### src/rtl/dmem_pkg.sv
// Shared encodings for the data-memory access controller: access sizes,
// FSM state codes and the base byte-enable patterns used for lane placement.
package dmem_pkg;

  // Access size as presented on req_size; 2'd3 is handled like a word.
  localparam logic [1:0] SZ_BYTE = 2'd0;
  localparam logic [1:0] SZ_HALF = 2'd1;
  localparam logic [1:0] SZ_WORD = 2'd2;

  // Controller state encoding.
  typedef logic [1:0] state_t;
  localparam state_t ST_IDLE    = 2'd0;
  localparam state_t ST_RD_WAIT = 2'd1;
  localparam state_t ST_WR_WAIT = 2'd2;
  localparam state_t ST_DONE    = 2'd3;

  // Byte-enable patterns for lane 0; shifted up to the addressed lane.
  localparam logic [3:0] BE_BYTE = 4'b0001;
  localparam logic [3:0] BE_HALF = 4'b0011;
  localparam logic [3:0] BE_WORD = 4'b1111;

endpackage

### src/rtl/dmem_access_ctrl_if.sv
// Load/store bus between the datapath, the access controller and the RAM.
// The datapath is the master, the controller the slave, the RAM sits on the
// mem_* side of the same bundle.
interface dmem_access_ctrl_if #(
  parameter int MEM_AW = 8
);
  logic              req;
  logic              req_we;
  logic [1:0]        req_size;
  logic              req_unsigned;
  logic [31:0]       req_addr;
  logic [31:0]       req_wdata;
  logic              stall;
  logic [31:0]       rdata;
  logic              misaligned;
  logic [MEM_AW-1:0] mem_addr;
  logic [31:0]       mem_wdata;
  logic [3:0]        mem_be;
  logic              mem_wren;
  logic [31:0]       mem_q;

  modport master (
    output req, req_we, req_size, req_unsigned, req_addr, req_wdata,
    input  stall, rdata, misaligned
  );

  modport slave (
    input  req, req_we, req_size, req_unsigned, req_addr, req_wdata, mem_q,
    output stall, rdata, misaligned, mem_addr, mem_wdata, mem_be, mem_wren
  );

  modport ram (
    input  mem_addr, mem_wdata, mem_be, mem_wren,
    output mem_q
  );
endinterface

### src/rtl/dmem_lane_align.sv
// Purely combinational lane logic: positions store data and byte enables on
// the addressed lanes, extracts and extends load data from the RAM word, and
// flags accesses that are not naturally aligned.
module dmem_lane_align
  import dmem_pkg::*;
(
  input  logic [1:0]  size,
  input  logic        is_unsigned,
  input  logic [1:0]  byte_off,
  input  logic [31:0] wdata,
  input  logic [31:0] q,
  output logic [31:0] lane_wdata,
  output logic [3:0]  be,
  output logic [31:0] load_data,
  output logic        misaligned
);

  logic [31:0] q_shift;
  logic [7:0]  ld_byte;
  logic [15:0] ld_half;

  // Store side: replicate data across lanes and select the enabled lanes.
  // NOTE: every output gets a default before the case so no path leaves it
  // unassigned; otherwise synthesis would infer a latch.
  always_comb begin
    lane_wdata = wdata;
    be         = BE_WORD;
    misaligned = 1'b0;
    case (size)
      SZ_BYTE: begin
        lane_wdata = {4{wdata[7:0]}};
        be         = BE_BYTE << byte_off;
      end
      SZ_HALF: begin
        lane_wdata = {2{wdata[15:0]}};
        be         = BE_HALF << {byte_off[1], 1'b0};
        misaligned = byte_off[0];
      end
      default: begin
        misaligned = (byte_off != 2'b00);
      end
    endcase
  end

  // Load side: pick the addressed byte/half and sign- or zero-extend it.
  always_comb begin
    q_shift   = q >> {byte_off, 3'b000};
    ld_byte   = q_shift[7:0];
    ld_half   = byte_off[1] ? q[31:16] : q[15:0];
    load_data = q;
    case (size)
      SZ_BYTE: load_data = is_unsigned ? {24'h0, ld_byte} : {{24{ld_byte[7]}}, ld_byte};
      SZ_HALF: load_data = is_unsigned ? {16'h0, ld_half} : {{16{ld_half[15]}}, ld_half};
      default: load_data = q;
    endcase
  end

endmodule

### src/rtl/dmem_access_ctrl.sv
// Data-memory access controller. Sequences each aligned load or store through
// the synchronous RAM with configurable read/write latency, stalls the
// datapath until the access completes, and rejects misaligned accesses.
module dmem_access_ctrl
  import dmem_pkg::*;
#(
  parameter int MEM_AW = 8,
  parameter int RD_LAT = 1,
  parameter int WR_LAT = 1
) (
  input  logic             clk,
  input  logic             reset,
  dmem_access_ctrl_if.slave bus
);

  localparam logic [2:0] RD_LAT_C = 3'(RD_LAT);
  localparam logic [2:0] WR_LAT_C = 3'(WR_LAT);

  state_t      state;
  state_t      state_nxt;
  logic [2:0]  cnt;
  logic [2:0]  cnt_nxt;
  logic [31:0] rdata_q;
  logic [31:0] rdata_nxt;
  logic [31:0] load_ext;
  logic        mis;
  logic        unused_addr_bits;

  dmem_lane_align u_lane (
    .size        (bus.req_size),
    .is_unsigned (bus.req_unsigned),
    .byte_off    (bus.req_addr[1:0]),
    .wdata       (bus.req_wdata),
    .q           (bus.mem_q),
    .lane_wdata  (bus.mem_wdata),
    .be          (bus.mem_be),
    .load_data   (load_ext),
    .misaligned  (mis)
  );

  // Address bits above the RAM depth are dropped, so accesses wrap.
  assign bus.mem_addr     = bus.req_addr[MEM_AW+1:2];
  assign unused_addr_bits = ^bus.req_addr[31:MEM_AW+2];

  // Handshake outputs; rdata is only presented while the access completes.
  assign bus.stall      = bus.req && !mis && (state != ST_DONE);
  assign bus.misaligned = bus.req && mis && (state == ST_IDLE);
  assign bus.mem_wren   = (state == ST_WR_WAIT);
  assign bus.rdata      = (state == ST_DONE) ? rdata_q : 32'h0;

  // Next-state logic: accept, count latency, capture load data, complete.
  always_comb begin
    state_nxt = state;
    cnt_nxt   = cnt;
    rdata_nxt = rdata_q;
    case (state)
      ST_IDLE: begin
        if (bus.req && !mis) begin
          state_nxt = bus.req_we ? ST_WR_WAIT : ST_RD_WAIT;
          cnt_nxt   = 3'd1;
        end
      end
      ST_RD_WAIT: begin
        if (!bus.req) begin
          // Request withdrawn mid-access: abandon it without completing.
          state_nxt = ST_IDLE;
          cnt_nxt   = 3'd0;
        end else if (cnt == RD_LAT_C) begin
          rdata_nxt = load_ext;
          state_nxt = ST_DONE;
          cnt_nxt   = 3'd0;
        end else begin
          cnt_nxt = cnt + 3'd1;
        end
      end
      ST_WR_WAIT: begin
        if (!bus.req) begin
          state_nxt = ST_IDLE;
          cnt_nxt   = 3'd0;
        end else if (cnt == WR_LAT_C) begin
          state_nxt = ST_DONE;
          cnt_nxt   = 3'd0;
        end else begin
          cnt_nxt = cnt + 3'd1;
        end
      end
      default: begin
        state_nxt = ST_IDLE;
        cnt_nxt   = 3'd0;
      end
    endcase
  end

  // State, latency counter and load-data register.
  // NOTE: sequential state uses non-blocking assignments so every register
  // samples the pre-edge values, independent of statement order.
  always_ff @(posedge clk or posedge reset) begin
    if (reset) begin
      state   <= ST_IDLE;
      cnt     <= 3'd0;
      rdata_q <= 32'h0;
    end else begin
      state   <= state_nxt;
      cnt     <= cnt_nxt;
      rdata_q <= rdata_nxt;
    end
  end

endmodule

### src/flat_wrapper.sv
// flat-port wrapper written by rule: the top's interface ports become plain ports
module dmem_access_ctrl_flat import dmem_pkg::*;
#(
  parameter int MEM_AW = 8,
  parameter int RD_LAT = 1,
  parameter int WR_LAT = 1
)
  (clk, reset, bus_req, bus_req_we, bus_req_size, bus_req_unsigned, bus_req_addr, bus_req_wdata, bus_mem_q, bus_stall, bus_rdata, bus_misaligned, bus_mem_addr, bus_mem_wdata, bus_mem_be, bus_mem_wren);
  dmem_access_ctrl_if #(.MEM_AW(MEM_AW)) bus_i ();
  input  logic clk;
  input  logic reset;
  input wire logic [$bits(bus_i.req)-1:0] bus_req;
  input wire logic [$bits(bus_i.req_we)-1:0] bus_req_we;
  input wire logic [$bits(bus_i.req_size)-1:0] bus_req_size;
  input wire logic [$bits(bus_i.req_unsigned)-1:0] bus_req_unsigned;
  input wire logic [$bits(bus_i.req_addr)-1:0] bus_req_addr;
  input wire logic [$bits(bus_i.req_wdata)-1:0] bus_req_wdata;
  input wire logic [$bits(bus_i.mem_q)-1:0] bus_mem_q;
  output wire logic [$bits(bus_i.stall)-1:0] bus_stall;
  output wire logic [$bits(bus_i.rdata)-1:0] bus_rdata;
  output wire logic [$bits(bus_i.misaligned)-1:0] bus_misaligned;
  output wire logic [$bits(bus_i.mem_addr)-1:0] bus_mem_addr;
  output wire logic [$bits(bus_i.mem_wdata)-1:0] bus_mem_wdata;
  output wire logic [$bits(bus_i.mem_be)-1:0] bus_mem_be;
  output wire logic [$bits(bus_i.mem_wren)-1:0] bus_mem_wren;
  assign bus_i.req = bus_req;
  assign bus_i.req_we = bus_req_we;
  assign bus_i.req_size = bus_req_size;
  assign bus_i.req_unsigned = bus_req_unsigned;
  assign bus_i.req_addr = bus_req_addr;
  assign bus_i.req_wdata = bus_req_wdata;
  assign bus_i.mem_q = bus_mem_q;
  assign bus_stall = bus_i.stall;
  assign bus_rdata = bus_i.rdata;
  assign bus_misaligned = bus_i.misaligned;
  assign bus_mem_addr = bus_i.mem_addr;
  assign bus_mem_wdata = bus_i.mem_wdata;
  assign bus_mem_be = bus_i.mem_be;
  assign bus_mem_wren = bus_i.mem_wren;
  dmem_access_ctrl #(.MEM_AW(MEM_AW), .RD_LAT(RD_LAT), .WR_LAT(WR_LAT)) u_core (.clk(clk), .reset(reset), .bus(bus_i));
endmodule
### config.mk
export PLATFORM = sky130hd
export DESIGN_NAME = dmem_access_ctrl_flat
export DESIGN_NICKNAME = d
export VERILOG_FILES = /design/src/rtl/dmem_pkg.sv /design/src/rtl/dmem_access_ctrl_if.sv /design/src/rtl/dmem_lane_align.sv /design/src/rtl/dmem_access_ctrl.sv /design/src/flat_wrapper.sv
export SDC_FILE = /design/constraint.sdc
export NUM_CORES = 1
export LEC_CHECK = 0
export CAP_MARGIN = 20
export CORE_ASPECT_RATIO = 1.1
export CORE_MARGIN = 10
export CORE_UTILIZATION = 40
export CTS_BUF_LIST = sky130_fd_sc_hd__clkbuf_16
export CTS_CLUSTER_DIAMETER = 120
export CTS_CLUSTER_SIZE = 16
export DETAILED_ROUTE_END_ITERATION = 10
export PLACE_DENSITY = 0.95
export SLEW_MARGIN = 10
export SYNTH_ARGS = -nofsm -noshare
export SYNTH_HDL_FRONTEND = slang
export SYNTH_SLANG_ARGS = --single-unit
export TNS_END_PERCENT = 1
### constraint.sdc
create_clock -name clk -period 3.85 [get_ports clk]
set_input_delay 0.77 -clock clk [delete_from_list [all_inputs] [get_ports clk]]
set_output_delay 0.77 -clock clk [all_outputs]
set_load 0.05 [all_outputs]
Word-level counts from Yosys, hierarchy flattened
Index checks and enable logic that the tools add are counted.
- bits in registers: 37
- input port bits: 103
- add/subtract/negate cells: 1
- equal/unequal tests: 8
- shifts and indexed selects: 3
- multiplexer cells: 17
- reduce and logical (&&, ||, !) cells: 11
- operator list (kind ; number):
    32-bit case mux with 2 select lines ; 2
    32-bit two-way mux ; 3
    32-bit by 5-bit right shift with 8-bit output ; 1
    16-bit two-way mux ; 1
    3-bit two-way mux ; 3
    2-bit two-way mux ; 4
    4-bit case mux with 2 select lines ; 1
    3-bit case mux with 2 select lines ; 1
    2-bit by 1-bit equality test with 1-bit output (second input constant) ; 2
    2-bit equality test (second input constant) ; 2
    1-bit logical AND ; 4
    2-bit zero test ; 2
    2-bit inequality test (second input constant) ; 2
    2-bit case mux with 2 select lines ; 1
    1-bit by 2-bit left shift with 4-bit output (first input constant) ; 1
    2-bit by 2-bit left shift with 4-bit output (first input constant) ; 1
    3-bit by 1-bit adder with 3-bit output (second input constant) ; 1
    3-bit by 1-bit equality test with 1-bit output (second input constant) ; 1
    3-bit by 2-bit inequality test with 1-bit output (second input constant) ; 1
    3-bit AND reduction ; 1
    1-bit case mux with 2 select lines ; 1
    2-bit AND reduction ; 1
    2-bit nonzero test ; 1
    2-bit OR reduction ; 1
    1-bit zero test ; 1

Longest topological paths before layout
- word-level depth: 6
- depth in mapped cells: 7
- depth with buffers taken out: 6

Modules after synthesis
A second synthesis with hierarchy kept.
- cell total of the unflattened synthesis: 327
- area, all modules: 3295.7 um^2
- by module, submodules not included (module ; times used ; cells an instance ; area each (um^2) ; seq. area each (um^2)):
    dmem_access_ctrl ; 1 ; 153 ; 1990.7 ; 925.9
    dmem_lane_align ; 1 ; 174 ; 1305.0 ; 0.0

Worst setup path before layout
No wires, ideal clock.
- path kind: input-to-output
- start: input port bus_req_size[1]
- end: output port bus_mem_wdata[29]
- arrival: 2.420 ns
- setup slack: 0.660 ns
- cell stages on the path: 4
- path through: buf_2 buf_2 clkbuf_1 o21ai_0
- cells in the longest elaborated chain, start to end: 2
- elaborated cells between the ends (all ways): 3
- those cells by class: eq/ne (1); mux (1); reduce/logical (1)
- RTL lines (item ; RTL line ; RTL):
    start, declared ; flat_wrapper.sv:14 ; input wire logic [$bits(bus_i.req_size)-1:0] bus_req_size;
    2-bit by 1-bit equality test with 1-bit output / 2-bit zero test (equally long branches) ; dmem_lane_align.sv:29 ; case (size)
    32-bit case mux with 2 select lines * ; dmem_lane_align.sv:29 ;
    end, declared ; flat_wrapper.sv:23 ; output wire logic [$bits(bus_i.mem_wdata)-1:0] bus_mem_wdata;
Every way passes the cells marked *; elsewhere a longest branch is shown, timed or not.

Worst setup path in the final report
- start: input port bus_req_size[0]
- end: output port bus_stall
- cells in the longest elaborated chain, start to end: 5
- elaborated cells between the ends (all ways): 6
- those cells by class: eq/ne (1); mux (1); reduce/logical (4)
- RTL lines (item ; RTL line ; RTL):
    2-bit by 1-bit equality test with 1-bit output / 2-bit zero test (equally long branches) ; dmem_lane_align.sv:29 ;
    1-bit case mux with 2 select lines * ; dmem_lane_align.sv:29 ;
    1-bit zero test * ; dmem_access_ctrl.sv:46 ; assign bus.stall = bus.req && !mis && (state != ST_DONE);
    1-bit logical AND * (2 in series) ; dmem_access_ctrl.sv:46 ;
    end, declared ; flat_wrapper.sv:19 ; output wire logic [$bits(bus_i.stall)-1:0] bus_stall;
Marked as above.

==> flow_summary.yaml <==
run_status:
  status: "finished clean"
critical_path:
  path_buf_inv: 2
  path_max_fanout: 8
  worst_path_max_delay_cell: "clkdlybuf4s50_1"
  path_class: "in2out"
  crit_path_max_incr_delay_ns: 0.59
  cp-start-kind: "input pin"
  path_delay_family: "buffers and inverters"
  crit_path_end_kind: "output port"
  worstPathArrival_ns: 2.63
  cp_cell_sequence: "clkdlybuf4s50_1 > o21ai_0 > nand2_1 > nor3b_1 > buf_12"
  required_ns: 3.08
cells_and_area:
  area_growth_pct: 57.8
  layout.core_utilization_pct: 65.8
  finalNetCount: 566
  drive_above_1_share_pct: 14.4
synth:
  yosys.area.top_type: "dfrtp_1"
  ys.flop_type: "dfrtp_1"
  ys_seq_area_share_pct: 33.1
  synth_edf_count: 0
  synthDominantCellAreaShare_pct: 33.1
  async_reset_ff_share_pct: 100
  synth_area_per_cell_um2: 8.24
  synth-seq-cells: 37
  syn_inst: 340
  syn_area_um2: 2800
  synthTopCellsByArea: "dfrtp_1 33%, mux2_2 8.4%, and2_1 7.4%"
  ys_warn_count: 0
  synth_nets: 448
  ys_types: 41
grt:
  grt_pass1_vias: 3288
  track_usage_pct: 19.3
  gr-total-overflow: 0
  grt_pass1_wl_um: 16800
  grt_max_degree: 39
  antenna_found_initial: 1
place:
  gp_congestion: 0.897
  io_buffer_count: 143
  dp_hpwl_um: 8610
cts:
  cts_setup_buffers: 0
  postCtsHoldBufs: 0
  cts_tree: "built"
  h-tree-depth: 2
  clk_pin_slew_ns: 0.06
  cts_buffers: 5
  ctsRootBufferMaster: "clkbuf_16"
  insertion_delay_ns: 0.28
  cts.path.max_buffers: 2
  cts_sinks: 37
  ctsResizeCount: 0
drt:
  ant_nets: 0
  dr.pass1.iters: 4
  viasPerCell: 5.52
  num_vias: 2991
  drt-initial-drc-count: 198
  routed_wl_um: 10600
  wire_per_inst_um: 19.5
  drc: 0
die:
  dieArea_um2: 10800
  die-width_um: 99.8
  dieHeight_um: 108
  start_util_pct: 41.7
  rows: 31
  core_area_um2: 6710
  ioPinCount: 182
power:
  leakage_uw: 0.00185
  powerDensity_nw_per_um2: 550
  ir_drop_uv: 373
run:
  drv_cap: 0
timing:
  skew_ns: 0.00283
  period_share_pct: 88.4
  grt_setup_unrepaired: "no"
  whs_ns: 0.481
  worstMarginPinSlew_ns: 0.822
  slew_headroom_pct: 45.2
  max_freq_mhz: 294
  hold_viol: 0
  fin_crit_ns: 3.40
  setup_viol: 0
  slew_viol_final: 0
  tns_ns: 0
hold_path:
  min_path_type: "reg2reg"
## synthesized netlist by cell type, types with 2 or more instances
master	instances
mux2i_1	8
mux2_2	21
nor2_1	29
dfrtp_1	37
o31ai_1	2
o21ai_0	26
nor4bb_1	6
nand3b_1	3
and3_1	2
a221oi_1	7
a21o_1	7
nand2b_1	2
ha_1	5
a31oi_1	7
nand2_1	37
and2_1	33
inv_1	6
nor2b_1	3
a21oi_1	32
buf_2	12
clkbuf_1	11
buf_4	16
nand3_1	10
## flip-flops by register name (all words and copies together), names as in the netlist
name / count
u_core.state: 2
u_core.rdata_q: 32
u_core.cnt: 3
## power breakdown
| part | total [uW] | switching [uW] | internal, uW |
|---|---|---|---|
| sequential | 685 | 107 | 578 |
| clock | 386 | 151 | 235 |
| combinational | 1360 | 830 | 530 |
| total | 2430 | 1090 | 1340 |
## metal layers
layer	vias up	GRT usage [%]	part of all wire, %
met5	-	0	0
li1	1404	-	-
met3	30	11.0	14
met1	1383	19.1	35
met4	0	8.81	3.4
met2	174	32.3	48
## final timing paths
| kind | startpoint | endpoint | slack, ns | depth (start not counted) |
|---|---|---|---|---|
| max | bus_req_size[0] | bus_stall | 0.45 | 5 |
| min | u_core.rdata_q[10]$_DFFE_PP0P_ | u_core.rdata_q[10]$_DFFE_PP0P_ | 0.48 | 2 |
| max in group asynchronous | reset | u_core.rdata_q[3]$_DFFE_PP0P_ | 2.61 | 3 |
| min in group asynchronous | reset | u_core.rdata_q[21]$_DFFE_PP0P_ | 0.90 | 3 |
| min reg2reg | u_core.rdata_q[10]$_DFFE_PP0P_ | u_core.rdata_q[10]$_DFFE_PP0P_ | 0.48 | 2 |
| max reg2reg | u_core.cnt[0]$_DFFE_PP0P_ | u_core.rdata_q[31]$_DFFE_PP0P_ | 1.96 | 5 |
## tightest hold or removal path: cells and delay by family (launching register included)
kind	cells	cell delay, ns
AOI/OAI and AO/OA	1	0.06
and+or+nand+nor	1	0.05
DFF	1	0.34
## layout by cell type, fill, tap and decap left out, types with 2 or more instances in the layout
cell type,n
and3_1,2
a21o_1,7
mux2_2,21
buf_4,16
clkinv_2,2
nand2b_1,2
dfrtp_1,37
a221oi_1,7
nor2b_1,3
o31ai_1,2
inv_1,7
nand3b_1,3
buf_12,14
nand3_1,10
clkdlybuf4s50_1,120
mux2i_1,8
nand2_1,37
ha_1,5
nor2_1,29
clkbuf_16,5
and2_1,33
a21oi_1,32
nor4bb_1,6
o21ai_0,26
a31oi_1,7
## through the flow
step	std cells	worst slack (ns)	cell area, um^2	power [uW]
2_1_floorplan	340	0.660	2800	1590
3_3_place_gp	533	0.542	4280	2000
3_5_place_dp	533	0.507	4280	2060
4_1_cts	541	0.501	4420	2440
5_1_grt	541	0.375	4420	2590
6_report	542	0.447	4420	2430
## cells by family after synthesis
kind of cell               synth area share [%]
AOI/OAI and AO/OA                          19.5
adders and majority gates                  2.23
buffers and inverters                      9.12
DFF                                        33.1
muxes                                      11.3
and+or+nand+nor                            24.8
## final cells by class
cell class              instances  area, um^2
inverters                       6        22.5
well taps                      82         103
repair buffers                151        1610
clock inverters                 3        13.8
flip-flops and latches         37         926
diodes                          1        2.50
multi-input cells             257        1620
fillers                       523        2290
clock buffers                   5         125
Power figures use the tool's default switching activity.
